[config.mk]
export PLATFORM = sky130hd
export DESIGN_NAME = bf_mem_arbiter
export DESIGN_NICKNAME = d
export VERILOG_FILES = /design/src/rtl/bf_mem_arbiter.sv
export SDC_FILE = /design/constraint.sdc
export NUM_CORES = 1
export LEC_CHECK = 0
export BUFFER_PORTS_ARGS = -buffer_cell sky130_fd_sc_hd__buf_2
export CELL_PAD_IN_SITES_DETAIL_PLACEMENT = 0
export CELL_PAD_IN_SITES_GLOBAL_PLACEMENT = 1
export CORE_ASPECT_RATIO = 1.75
export CORE_MARGIN = 2
export CORE_UTILIZATION = 38
export CTS_BUF_LIST = sky130_fd_sc_hd__clkbuf_4 sky130_fd_sc_hd__clkbuf_8 sky130_fd_sc_hd__clkbuf_16
export CTS_CLUSTER_DIAMETER = 200
export DETAILED_ROUTE_END_ITERATION = 8
export HOLD_SLACK_MARGIN = 0.1
export PLACE_DENSITY_LB_ADDON = 0.1
export REMOVE_ABC_BUFFERS = 1
export SETUP_SLACK_MARGIN = 0.3
export SYNTH_ARGS = -nofsm -noshare
export SYNTH_HDL_FRONTEND = slang
export SYNTH_SLANG_ARGS = --single-unit
export TNS_END_PERCENT = 10
[constraint.sdc]
create_clock -name clk -period 2.7 [get_ports clk]
set_input_delay 0.54 -clock clk [delete_from_list [all_inputs] [get_ports clk]]
set_output_delay 0.54 -clock clk [all_outputs]
set_load 0.03 [all_outputs]
[src/rtl/bf_mem_arbiter.sv]
// bf_mem_arbiter
//   Merges the bfcpu instruction-fetch port (i_*) and data port (d_*) onto one
//   shared memory port (m_*). Round-robin arbitration between the two ports,
//   the 8-bit data address is mapped into the 256-byte window at
//   DATA_BASE[15:8], and a watchdog ends a transaction that never sees m_ack.
//
// Parameters
//   DATA_BASE  base of the data window (only bits [15:8] are used)
//   TIMEOUT    cycles to wait for m_ack before giving up (2..65535)
//
// Ports
//   clk, rst_n            rising-edge clock, asynchronous active-low reset
//   i_req, i_addr         instruction read request (level) and address
//   i_ack, i_rdata        one-cycle completion pulse, fetched byte (held)
//   d_req, d_dir          data request (level), 1 = write
//   d_addr, d_wdata       data address (window offset) and write data
//   d_ack, d_rdata        one-cycle completion pulse, read byte (held)
//   m_req, m_dir          shared memory request (level) and direction
//   m_addr, m_wdata       shared memory address and write data
//   m_ack, m_rdata        memory completion; m_rdata valid with m_ack
//   err                   sticky timeout flag, cleared only by reset
//   dbg_state             current FSM state encoding
//
// Handshake: a requester raises req with stable address/dir/wdata and keeps
// them stable until it samples ack=1; ack is a single-cycle pulse. The ACK
// state between completion and IDLE gives the requester one cycle to drop or
// replace req, so a req still high on the ack edge is never served twice.
// On the memory side m_req is held with stable m_addr/m_dir/m_wdata until the
// memory returns m_ack (or the watchdog expires); m_ack outside a busy state
// is ignored.
module bf_mem_arbiter #(
    parameter logic [15:0] DATA_BASE = 16'hFF00,
    parameter int unsigned TIMEOUT   = 64
) (
    input  logic        clk,
    input  logic        rst_n,
    input  logic        i_req,
    input  logic [15:0] i_addr,
    output logic        i_ack,
    output logic [7:0]  i_rdata,
    input  logic        d_req,
    input  logic        d_dir,
    input  logic [7:0]  d_addr,
    input  logic [7:0]  d_wdata,
    output logic        d_ack,
    output logic [7:0]  d_rdata,
    output logic        m_req,
    output logic        m_dir,
    output logic [15:0] m_addr,
    output logic [7:0]  m_wdata,
    input  logic        m_ack,
    input  logic [7:0]  m_rdata,
    output logic        err,
    output logic [2:0]  dbg_state
);

    typedef enum logic [2:0] {
        ST_IDLE   = 3'd0,
        ST_BUSY_I = 3'd1,
        ST_BUSY_D = 3'd2,
        ST_ACK_I  = 3'd3,
        ST_ACK_D  = 3'd4
    } state_t;

    // Counter value on the last cycle the memory is allowed to answer.
    localparam logic [15:0] TMO_LAST = 16'(TIMEOUT - 1);

    state_t      state_q, state_nx;
    logic        last_d_q, last_d_nx;   // 1: data port was granted most recently
    logic [15:0] cnt_q, cnt_nx;
    logic        m_dir_nx;
    logic [15:0] m_addr_nx;
    logic [7:0]  m_wdata_nx;
    logic [7:0]  i_rdata_nx, d_rdata_nx;
    logic        err_nx;
    logic        grant_i;

    always_comb begin
        state_nx   = state_q;
        last_d_nx  = last_d_q;
        cnt_nx     = cnt_q;
        m_dir_nx   = m_dir;
        m_addr_nx  = m_addr;
        m_wdata_nx = m_wdata;
        i_rdata_nx = i_rdata;
        d_rdata_nx = d_rdata;
        err_nx     = err;
        // Instruction port wins when alone, or when contested and the data
        // port had the previous grant.
        grant_i    = i_req && (!d_req || last_d_q);

        case (state_q)
            ST_IDLE: begin
                if (grant_i) begin
                    state_nx   = ST_BUSY_I;
                    m_addr_nx  = i_addr;
                    m_dir_nx   = 1'b0;
                    m_wdata_nx = 8'h00;
                    cnt_nx     = 16'd0;
                    last_d_nx  = 1'b0;
                end else if (d_req) begin
                    state_nx   = ST_BUSY_D;
                    m_addr_nx  = {DATA_BASE[15:8], d_addr};
                    m_dir_nx   = d_dir;
                    m_wdata_nx = d_wdata;
                    cnt_nx     = 16'd0;
                    last_d_nx  = 1'b1;
                end
            end
            ST_BUSY_I: begin
                // m_ack takes priority over an expiry on the same cycle.
                if (m_ack) begin
                    i_rdata_nx = m_rdata;
                    state_nx   = ST_ACK_I;
                end else if (cnt_q == TMO_LAST) begin
                    i_rdata_nx = 8'hFF;
                    err_nx     = 1'b1;
                    state_nx   = ST_ACK_I;
                end else if (cnt_q != 16'hFFFF) begin
                    cnt_nx = cnt_q + 16'd1;
                end
            end
            ST_BUSY_D: begin
                if (m_ack) begin
                    if (!m_dir) d_rdata_nx = m_rdata;
                    state_nx = ST_ACK_D;
                end else if (cnt_q == TMO_LAST) begin
                    if (!m_dir) d_rdata_nx = 8'hFF;
                    err_nx   = 1'b1;
                    state_nx = ST_ACK_D;
                end else if (cnt_q != 16'hFFFF) begin
                    cnt_nx = cnt_q + 16'd1;
                end
            end
            ST_ACK_I, ST_ACK_D: begin
                state_nx = ST_IDLE;
            end
            default: begin
                state_nx = ST_IDLE;
            end
        endcase
    end

    always_ff @(posedge clk or negedge rst_n) begin
        if (!rst_n) begin
            state_q  <= ST_IDLE;
            last_d_q <= 1'b1;
            cnt_q    <= 16'd0;
            m_dir    <= 1'b0;
            m_addr   <= 16'h0000;
            m_wdata  <= 8'h00;
            i_rdata  <= 8'h00;
            d_rdata  <= 8'h00;
            err      <= 1'b0;
        end else begin
            state_q  <= state_nx;
            last_d_q <= last_d_nx;
            cnt_q    <= cnt_nx;
            m_dir    <= m_dir_nx;
            m_addr   <= m_addr_nx;
            m_wdata  <= m_wdata_nx;
            i_rdata  <= i_rdata_nx;
            d_rdata  <= d_rdata_nx;
            err      <= err_nx;
        end
    end

    // Pure decodes of the state register: no input reaches an output without
    // passing through a flop, and reset drops m_req asynchronously.
    assign m_req     = (state_q == ST_BUSY_I) || (state_q == ST_BUSY_D);
    assign i_ack     = (state_q == ST_ACK_I);
    assign d_ack     = (state_q == ST_ACK_D);
    assign dbg_state = state_q;

endmodule

==> results by group, run 1 <==
Global route
  • GRT Util Overall: 18.7%
  • Vias in the first global route: 2347
  • Largest net degree at the start of global routing: 38
  • First-pass GRT wire length: 11100 microns
  • Aggregate global routing overflow: 0
  • Initial antenna violation count: 0

Yosys
  • Cell taking the most area after synthesis: dfrtp_1
  • Synth Area per Inst: 10.7 sq um
  • Sequential share of the synthesized area: 56.2%
  • Ys flop type: dfrtp_1
  • Post-synth EDFFs: 0
  • Largest cells by area after synthesis: dfrtp_1 55%, o22a_1 5.4%, nand2_1 4.6%
  • Ys async rst share: 100%
  • Register bit count reported by yosys: 62
  • Top-area cell type share of the netlist area: 55.3%
  • Syn. warnings: 0
  • Synth cell types: 39
  • Mapped cell area: 2760 sq um
  • Mapped Cells: 258

Clocking
  • Cts bufs inserted: 9
  • Worst-path clk slew: 50 ps
  • CTS H-tree depth: 3
  • CTS tree: yes
  • CTS sink count: 62
  • Root buf cell: clkbuf_16
  • Worst-Skew Late Latency: 320 ps
  • CTS max path bufs: 2

Route
  • First-iteration detailed-routing DRC count: 166
  • Drt via density: 5.31
  • DR WL met2: 3630 microns
  • Highest Signal Layer: met4
  • Drt wl/cell: 15.1 microns
  • First-pass DRT Iterations: 5
  • Number of remaining DRC errors: 0
  • DR WL met3: 358 microns
  • Met1 wire length: 2770 microns
  • Number of nets with antenna violations after routing: 0
  • Final wirelength: 6930 microns
  • DR vias: 2432

Worst setup path
  • CP bufs+invs: 2
  • Top delay family on crit path: simple AND/OR/NAND/NOR gates
  • Crit Path Max Fanout: 7
  • Crit path cell chain: or4_1, or4_4, buf_4, a31oi_4, buf_4, o21ai_0, o21ai_0
  • Worst setup path category: register to register
  • Critical path's slowest cell: or4_4
  • Required @ worst endpoint: 2940 ps
  • Crit end category: register
  • Crit path DAT: 2620 ps
  • Worst Setup Start Kind: register
  • Max incr delay on CP: 570 ps

Layout
  • Fin util: 53.4%
  • Net count, final: 415
  • Commonest non-fill, non-tap cells in the layout: 93 x buf_2, 57 x dfrtp_1, 34 x nand2_1
  • Antenna cell count: 0
  • Area grow syn2layout: 37.9%
  • Layout cells sized above 1: 37.6%
  • Most common cell after layout, fill and taps aside: buf_2
  • Fin area: 3810 sq um

Floorplan
  • Die height: 117 microns
  • Initial Utilization: 38.7%
  • Core area: 7130 sq um
  • Die Wd: 68.4 microns
  • Die Area: 7990 sq um
  • Row Count: 41
  • I/O Pins: 94

STA
  • RSZ-0062 raised after global routing: yes
  • FMAX: 0.420 GHz
  • Fin Setup TNS: 0 ps
  • Final setup fails: 0
  • Slew margin rel.: 56.1%
  • Part of the cycle the worst path needs: 88.1%
  • Worst Max-Slew Pin Slew: 658 ps
  • Post-route minimum period: 2380 ps
  • Max-slew violation count: 0
  • Final Hold Viols: 0
  • Final worst slack: 321 ps
  • Worst clock skew: 4.15 ps

Status
  • Status: complete, no violations

Hold path
  • HP Class: input pin to async pin

Job
  • Max_cap viols: 0

Power
  • P per Cell Area: 1310 nW/um^2
  • Worst VDD drop: 0.687 mV
  • Total power: 4.98 mW
  • P_leak: 1.82 nW

Placed design
  • Area of placed instances: 3390 sq um
  • Hpwl dp: 4990 microns
  • IO buf count: 93
  • DP Worst Slack: 283 ps
  • Gpl congestion: 0.814
-- metal layers --
metal / up-vias / GRT usage [%]
li1: 1182 / -
met1: 1156 / 22.2
met2: 81 / 30.6
met3: 13 / 5.07
met4: 0 / 9.20
met5: - / 0
-- cell type report --
| class | count | area (sq um) |
|---|---|---|
| Timing Repair Buffer | 110 | 622 |
| Clock inverter | 5 | 81.3 |
| Multi-Input combinational cell | 177 | 1160 |
| Sequential cell | 62 | 1560 |
| Clock buffer | 11 | 253 |
| Tap cell | 86 | 108 |
| Fill cell | 665 | 3320 |
| Inverter | 7 | 30.0 |
-- worst reg2reg max path, delay by kind of cell (launching register included) --
family                 cells  cell delay [ps]
and+or+nand+nor            2             1100
DFF                        1              440
AOI/OAI and AO/OA          3              400
buffers and inverters      2              360
-- worst paths after layout --
check / slack [ps] / cells after the start / to / from
min in group clk: 430 / 2 / m_wdata[1] / d_wdata[1]
min: 210 / 1 / d_rdata[5] / rst_n
min reg2reg: 460 / 2 / m_addr[11] / m_addr[11]
max in group asynchronous: 1860 / 2 / cnt_q[6] / rst_n
max reg2reg: 320 / 7 / cnt_q[14] / cnt_q[10]
max: 320 / 7 / cnt_q[14] / cnt_q[10]
-- metrics by stage --
step | std cells | hold slack, ps
2_1_floorplan | 246 | 244
3_3_place_gp | 435 | 446
3_5_place_dp | 435 | 455
4_1_cts | 452 | 239
5_1_grt | 458 | 258
6_report | 458 | 215
-- cells in the mapped netlist, types with 2 or more instances --
cell / instances
inv_1: 6
o21ai_0: 24
nor3_1: 5
o32a_1: 2
or3_1: 4
a22o_1: 9
o22a_1: 17
o21ai_1: 2
mux2i_1: 8
nor2_1: 7
o31ai_1: 7
a21oi_1: 3
a31oi_1: 2
clkbuf_1: 8
o211ai_1: 4
dfrtp_1: 61
and3_1: 6
nand2_1: 34
nand3_1: 17
nand4_1: 6
or4_1: 2
or4b_1: 2
ha_1: 2
and4_1: 3
buf_2: 3
-- flip-flops by register name, indices dropped and copies added, names as in the netlist --
register   cells
dbg_state      3
err            1
m_addr        16
m_wdata        8
cnt_q         16
i_rdata        8
last_d_q       1
d_rdata        8
m_dir          1
-- kinds of logic after synthesis --
kind of cell / count (synthesis) / share of synthesized area [%]
AND/OR/NAND/NOR: 92 / 17.9
AO/OA/AOI/OAI: 74 / 18.8
flip-flops: 62 / 56.2
buffers and inverters: 19 / 2.85
multiplexers: 8 / 2.90
adder cells (fa/ha/maj): 2 / 0.906
XOR/XNOR: 1 / 0.317
-- power breakdown --
group	internal, mW	switching (mW)
clock	0.857	0.405
combinational	0.739	1.42
sequential	1.30	0.259
total	2.89	2.08
-- repair_timing --
item	4_1_cts	5_1_grt
pin swaps	1	2
setup buffers	1	5
gates cloned	0	1
hold buffers	0	0
resized for setup	0	14
endpoints found under the setup margin	19	32
No activity file was read; power rests on OpenSTA's default activity.
==> run 2, diff against run 1 <==
--- a/config.mk
+++ b/config.mk
@@ -5,12 +5,13 @@
 export SDC_FILE = /design/constraint.sdc
 export NUM_CORES = 1
 export LEC_CHECK = 0
+export ABC_AREA = 1
 export BUFFER_PORTS_ARGS = -buffer_cell sky130_fd_sc_hd__buf_2
 export CELL_PAD_IN_SITES_DETAIL_PLACEMENT = 0
 export CELL_PAD_IN_SITES_GLOBAL_PLACEMENT = 1
 export CORE_ASPECT_RATIO = 1.75
 export CORE_MARGIN = 2
-export CORE_UTILIZATION = 38
+export CORE_UTILIZATION = 37
 export CTS_BUF_LIST = sky130_fd_sc_hd__clkbuf_4 sky130_fd_sc_hd__clkbuf_8 sky130_fd_sc_hd__clkbuf_16
 export CTS_CLUSTER_DIAMETER = 200
 export DETAILED_ROUTE_END_ITERATION = 8
==> run 2 against run 1 <==
Effect of this change: sequential cell count is the same; final area increased by 6.2%; area after synthesis rose by 15%; largest power group unchanged; power down 4.6%; clock skew up 0.54 ps; critical path type is now register to output pin; synthesized cell count up 55%; sequential share of layout area is 2.5 points lower; die area up 17%.
==> results by group, run 2 <==
Status
  • Status: complete, no violations

STA
  • Final hold slack: 245 ps
  • Final Hold Viols: 0
  • FMAX: 0.509 GHz
  • RSZ-0062 raised after global routing: no
  • Final setup fails: 0
  • Fin Setup TNS: 0 ps
  • Slew margin rel.: 72.7%
  • Worst Max-Slew Pin Slew: 409 ps
  • Part of the cycle the worst path needs: 72.7%
  • Max-slew violation count: 0
  • Post-route minimum period: 1960 ps
  • Worst clock skew: 4.69 ps

Clocking
  • CTS sink count: 62
  • Resize count post-CTS: 0
  • Root buf cell: clkbuf_16
  • Hold-fix buffers, CTS: 0
  • CTS tree: yes
  • Worst-path clk slew: 50 ps
  • Post-CTS setup buffer count: 0
  • Worst-Skew Late Latency: 330 ps
  • CTS H-tree depth: 3
  • CTS max path bufs: 2
  • Cts bufs inserted: 9

Hold path
  • HP Class: input pin to async pin

Yosys
  • Synth Area per Inst: 7.91 sq um
  • Register bit count reported by yosys: 62
  • Post-synth top cells: 138 x nand2_1, 61 x dfrtp_1, 48 x nor2_1
  • Ys flop type: dfrtp_1
  • Ys async rst share: 100%
  • Cell taking the most area after synthesis: dfrtp_1
  • Most common cell in the netlist: nand2_1
  • Top-area cell type share of the netlist area: 48.3%
  • Mapped Cells: 400
  • Largest cells by area after synthesis: dfrtp_1 48%, nand2_1 16%, nand3_1 5.7%
  • Post-synth EDFFs: 0
  • Mapped cell area: 3160 sq um
  • Syn. warnings: 0
  • Synth cell types: 34
  • Sequential share of the synthesized area: 49.1%

Worst setup path
  • Crit end category: output pin
  • Reg2reg start: cnt_q[0]
  • Required @ worst endpoint: 2160 ps
  • Worst Setup SP: dbg_state[1]
  • Worst Setup Start Kind: register
  • Crit Path Max Fanout: 8
  • Crit path DAT: 1420 ps
  • Worst setup path category: register to output pin

Floorplan
  • Die height: 126 microns
  • I/O Pins: 94
  • Initial Utilization: 38.0%
  • Die Wd: 73.9 microns
  • Die Area: 9330 sq um
  • Row Count: 44
  • Core area: 8310 sq um

Route
  • Drt via density: 4.75
  • First-pass DRT Iterations: 4
  • First-iteration detailed-routing DRC count: 110
  • Number of nets with antenna violations after routing: 0
  • DR vias: 2929
  • Final wirelength: 8360 microns
  • Number of remaining DRC errors: 0
  • Drt wl/cell: 13.6 microns

Global route
  • Initial antenna violation count: 0
  • Vias in the first global route: 2973
  • Largest net degree at the start of global routing: 32
  • First-pass GRT wire length: 14000 microns
  • Aggregate global routing overflow: 0
  • GRT Util Overall: 19.6%

Layout
  • Net count, final: 546
  • Largest regs: cnt_q: 16 flops, m_addr: 16 flops
  • Fin area: 4050 sq um
  • Commonest non-fill, non-tap cells in the layout: 138 x nand2_1, 93 x buf_2, 61 x dfrtp_1
  • Layout cells sized above 1: 28.5%
  • Register area: 1550 sq um
  • # fillers: 885
  • Multi-input logic area: 1490 sq um
  • Finished Layout Cells: 616
  • Most common cell after layout, fill and taps aside: nand2_1
  • Area grow syn2layout: 27.9%
  • Antenna cell count: 0

Power
  • P_leak: 2.05 nW
  • P per Cell Area: 1170 nW/um^2
  • Worst VDD drop: 0.606 mV

Placed design
  • Dpl cells: 602
  • IO buf count: 93
  • Hpwl dp: 6250 microns
  • Gpl congestion: 0.787
  • Area of placed instances: 3770 sq um

Job
  • Max_cap viols: 0
==> run 2: worst paths after layout <==
check                             end  slack (ps)  cells after the start
min reg2reg                i_rdata[1]         470                      2
max in group asynchronous    last_d_q        2130                      2
max                             m_req         740                      4
min in group clk            m_addr[3]         450                      3
max reg2reg                d_rdata[2]         870                     10
min                        m_wdata[6]         250                      2
==> run 2: layout make-up <==
cell class	instances	area share (%)
Clock inverter	1	0.124
Tap cell	115	3.56
Multi-Input combinational cell	307	36.7
Clock buffer	13	6.77
Inverter	19	1.82
Timing Repair Buffer	99	12.6
Sequential cell	62	38.4
==> run 2: kinds of logic (layout without fill, tap and decap cells) <==
| logic type | Yosys count | after routing | synth area share (%) |
|---|---|---|---|
| xor gates and xnor gates | 2 | 2 | 0.554 |
| and+or+nand+nor | 256 | 256 | 36.4 |
| adders and majority gates | 2 | 2 | 0.791 |
| AOI/OAI and AO/OA | 47 | 47 | 8.98 |
| DFF | 62 | 62 | 49.1 |
| buffers and inverters | 31 | 132 | 4.23 |
==> run 2: metal layers <==
layer	track usage [%]	share of wire (%)	up-vias
met5	0	0	-
met4	9.09	2.1	0
met3	4.85	3.8	12
met2	33.8	55	59
met1	22.0	39	1361
li1	-	-	1497
==> run 2: power breakdown <==
part	switching (mW)	total (mW)	leakage (nW)	internal (mW)
Sequential	0.226	1.50	0.776	1.28
Combinational	1.54	2.16	1.14	0.626
Clock	0.387	1.08	0.141	0.694
==> run 2: metrics by stage <==
stage | utilization, % | setup WS (ps) | power, mW
2_1_floorplan | - | 69.8 | 2.99
3_3_place_gp | 45.3 | 915 | 3.68
3_5_place_dp | 45.3 | 847 | 3.71
4_1_cts | 48.7 | 713 | 4.82
5_1_grt | 48.7 | 620 | 5.06
6_report | 48.7 | 737 | 4.75
==> run 2: critical path, stage by stage (launching register included) <==
cell     delay, ps
dfrtp_1        470
nor2_4         220
nand2_4        100
nand2_8        110
buf_2          200
==> run 3, diff against run 2 <==
==> constraint.sdc (replaced) <==
create_clock -name clk -period 2.05 [get_ports clk]
set_input_delay 0.41 -clock clk [delete_from_list [all_inputs] [get_ports clk]]
set_output_delay 0.41 -clock clk [all_outputs]
set_load 0.03 [all_outputs]
==> run 3 against run 2 <==
Effect of this change: hold slack improved by 80 ps; power increased by 40%; via count increased by 1.2%; setup slack got worse by 370 ps; combinational power increased by 38%; critical path depth unchanged; global-route usage decreased by 0.30 points; sequential power increased by 32%.
==> results by group, run 3 (synthesis gave the netlist of run 2 again) <==
Placed design
  • Area of placed instances: 3790 sq um
  • Hpwl dp: 6060 microns
  • Gpl congestion: 0.791
  • Dpl cells: 604
  • IO buf count: 93

Layout
  • Most common cell after layout, fill and taps aside: nand2_1
  • Area grow syn2layout: 33.1%
  • Fin util: 50.6%
  • Antenna cell count: 0
  • Net count, final: 555
  • Fin area: 4210 sq um
  • Layout cells sized above 1: 31.3%
  • Commonest non-fill, non-tap cells in the layout: 136 x nand2_1, 92 x buf_2, 57 x dfrtp_1
  • Finished Layout Cells: 627
  • Largest regs: cnt_q: 16 flops, m_addr: 16 flops

Power
  • P_leak: 2.11 nW
  • P per Cell Area: 1570 nW/um^2
  • Worst VDD drop: 0.788 mV
  • Total power: 6.62 mW

Global route
  • First-pass GRT wire length: 13800 microns
  • Vias in the first global route: 2842
  • Largest net degree at the start of global routing: 63
  • GRT Util Overall: 19.3%
  • Initial antenna violation count: 0
  • Aggregate global routing overflow: 0

Route
  • Drt wl/cell: 13.4 microns
  • First-iteration detailed-routing DRC count: 133
  • DR vias: 2965
  • Number of remaining DRC errors: 0
  • Final wirelength: 8380 microns
  • Drt via density: 4.73
  • First-pass DRT Iterations: 4
  • Number of nets with antenna violations after routing: 0

Worst setup path
  • Crit path DAT: 1280 ps
  • Required @ worst endpoint: 1640 ps
  • Reg2reg start: cnt_q[0]
  • Critical path's slowest cell: dfrtp_2
  • Worst Setup Start Kind: register
  • Max incr delay on CP: 450 ps
  • Crit end category: output pin
  • Worst setup path category: register to output pin
  • Reg2reg setup slack: 390 ps
  • Reg2Reg Capture Point: cnt_q[11]
  • Crit Path Max Fanout: 8
  • Reg2Reg Depth: 10
  • Crit path cell chain: nor2_4, nand2_4, nand2_8, buf_6

Hold path
  • HP Class: input pin to register
  • WHS Path Cells: 3
  • Hold Path End: m_addr[3]
  • Hold path start: i_addr[3]

STA
  • Slew margin rel.: 77.5%
  • Part of the cycle the worst path needs: 82.2%
  • Final Hold Viols: 0
  • Worst clock skew: 7.78 ps
  • Final hold slack: 326 ps
  • Worst Max-Slew Pin Slew: 337 ps
  • FMAX: 0.593 GHz
  • RSZ-0062 raised after global routing: yes
  • Post-route minimum period: 1690 ps
  • Max-slew violation count: 0
  • Final setup fails: 0

Clocking
  • CTS H-tree depth: 3
  • CTS max path bufs: 2
  • CTS tree: yes
  • Worst-Skew Late Latency: 330 ps
  • Cts bufs inserted: 9
  • CTS sink count: 62
  • Root buf cell: clkbuf_16
  • Worst-path clk slew: 50 ps

Job
  • Max_cap viols: 0

Floorplan
  • Die Wd: 73.9 microns
  • Die height: 126 microns
  • Initial Utilization: 38.0%
  • Core area: 8310 sq um
  • I/O Pins: 94
  • Die Area: 9330 sq um
  • Row Count: 44

Status
  • Status: complete, no violations
-- run 3: changes by cell type in the layout (fill, tap and decap cells not counted), sizes merged --
cell / change
clkinvlp: +3
buf: +8
bufinv: +2
dlygate4sd3: +1
clkinv: -1
clkbuf: -2
-- run 3: report_power, final --
| group | switching [mW] | internal, mW |
|---|---|---|
| Clock | 0.549 | 1.11 |
| Combinational | 2.05 | 0.934 |
| Sequential | 0.287 | 1.69 |
-- run 3: critical path: cells and delay by family (launching register included) --
family / cells / cell delay (ps)
flops: 1 / 450
simple gates: 3 / 370
buf+inv: 1 / 130
-- run 3: worst max-delay path by stage --
| stage | startpoint | endpoint | slack (ps) | cells past startpoint |
|---|---|---|---|---|
| after floorplan | d_req | m_addr[0] | -450 | 3 |
| after global placement | cnt_q[1] | d_rdata[5] | 370 | 10 |
| after detailed placement | cnt_q[1] | cnt_q[15] | 310 | 10 |
| after CTS | dbg_state[0] | m_req | 280 | 4 |
| after global routing | cnt_q[1] | d_rdata[1] | 290 | 10 |
| final | dbg_state[1] | m_req | 360 | 4 |
-- run 3: timing repair --
item / in CTS / in global routing
pin swaps: 1 / 2
buffers inserted: 0 / 6
hold buffers: 1 / 0
endpoints found under the setup margin: 2 / 33
gates resized for setup: 2 / 10
endpoints found under the hold margin: 1 / 0
-- run 3: cell type report --
type,count,area [sq um]
sequential,62,1560
tap,115,144
clock inverter,5,82.6
multi-input combinational,307,1500
inverter,19,76.3
clock buffer,11,246
fill,844,4100
timing repair buffer,108,599
-- run 3: metal layers --
metal / vias to the layer above / wire length (microns) / GRT usage (%)
met1: 1386 / 3380 / 22.3
li1: 1516 / - / -
met3: 12 / 305 / 4.61
met5: - / 0 / 0
met4: 0 / 176 / 8.13
met2: 51 / 4520 / 33.2
-- run 3: metrics by stage --
stage / TNS (ps) / worst slack (ps)
2_1_floorplan: -5050 / -450
3_3_place_gp: 0 / 373
3_5_place_dp: 0 / 314
4_1_cts: 0 / 282
5_1_grt: 0 / 286
6_report: 0 / 364
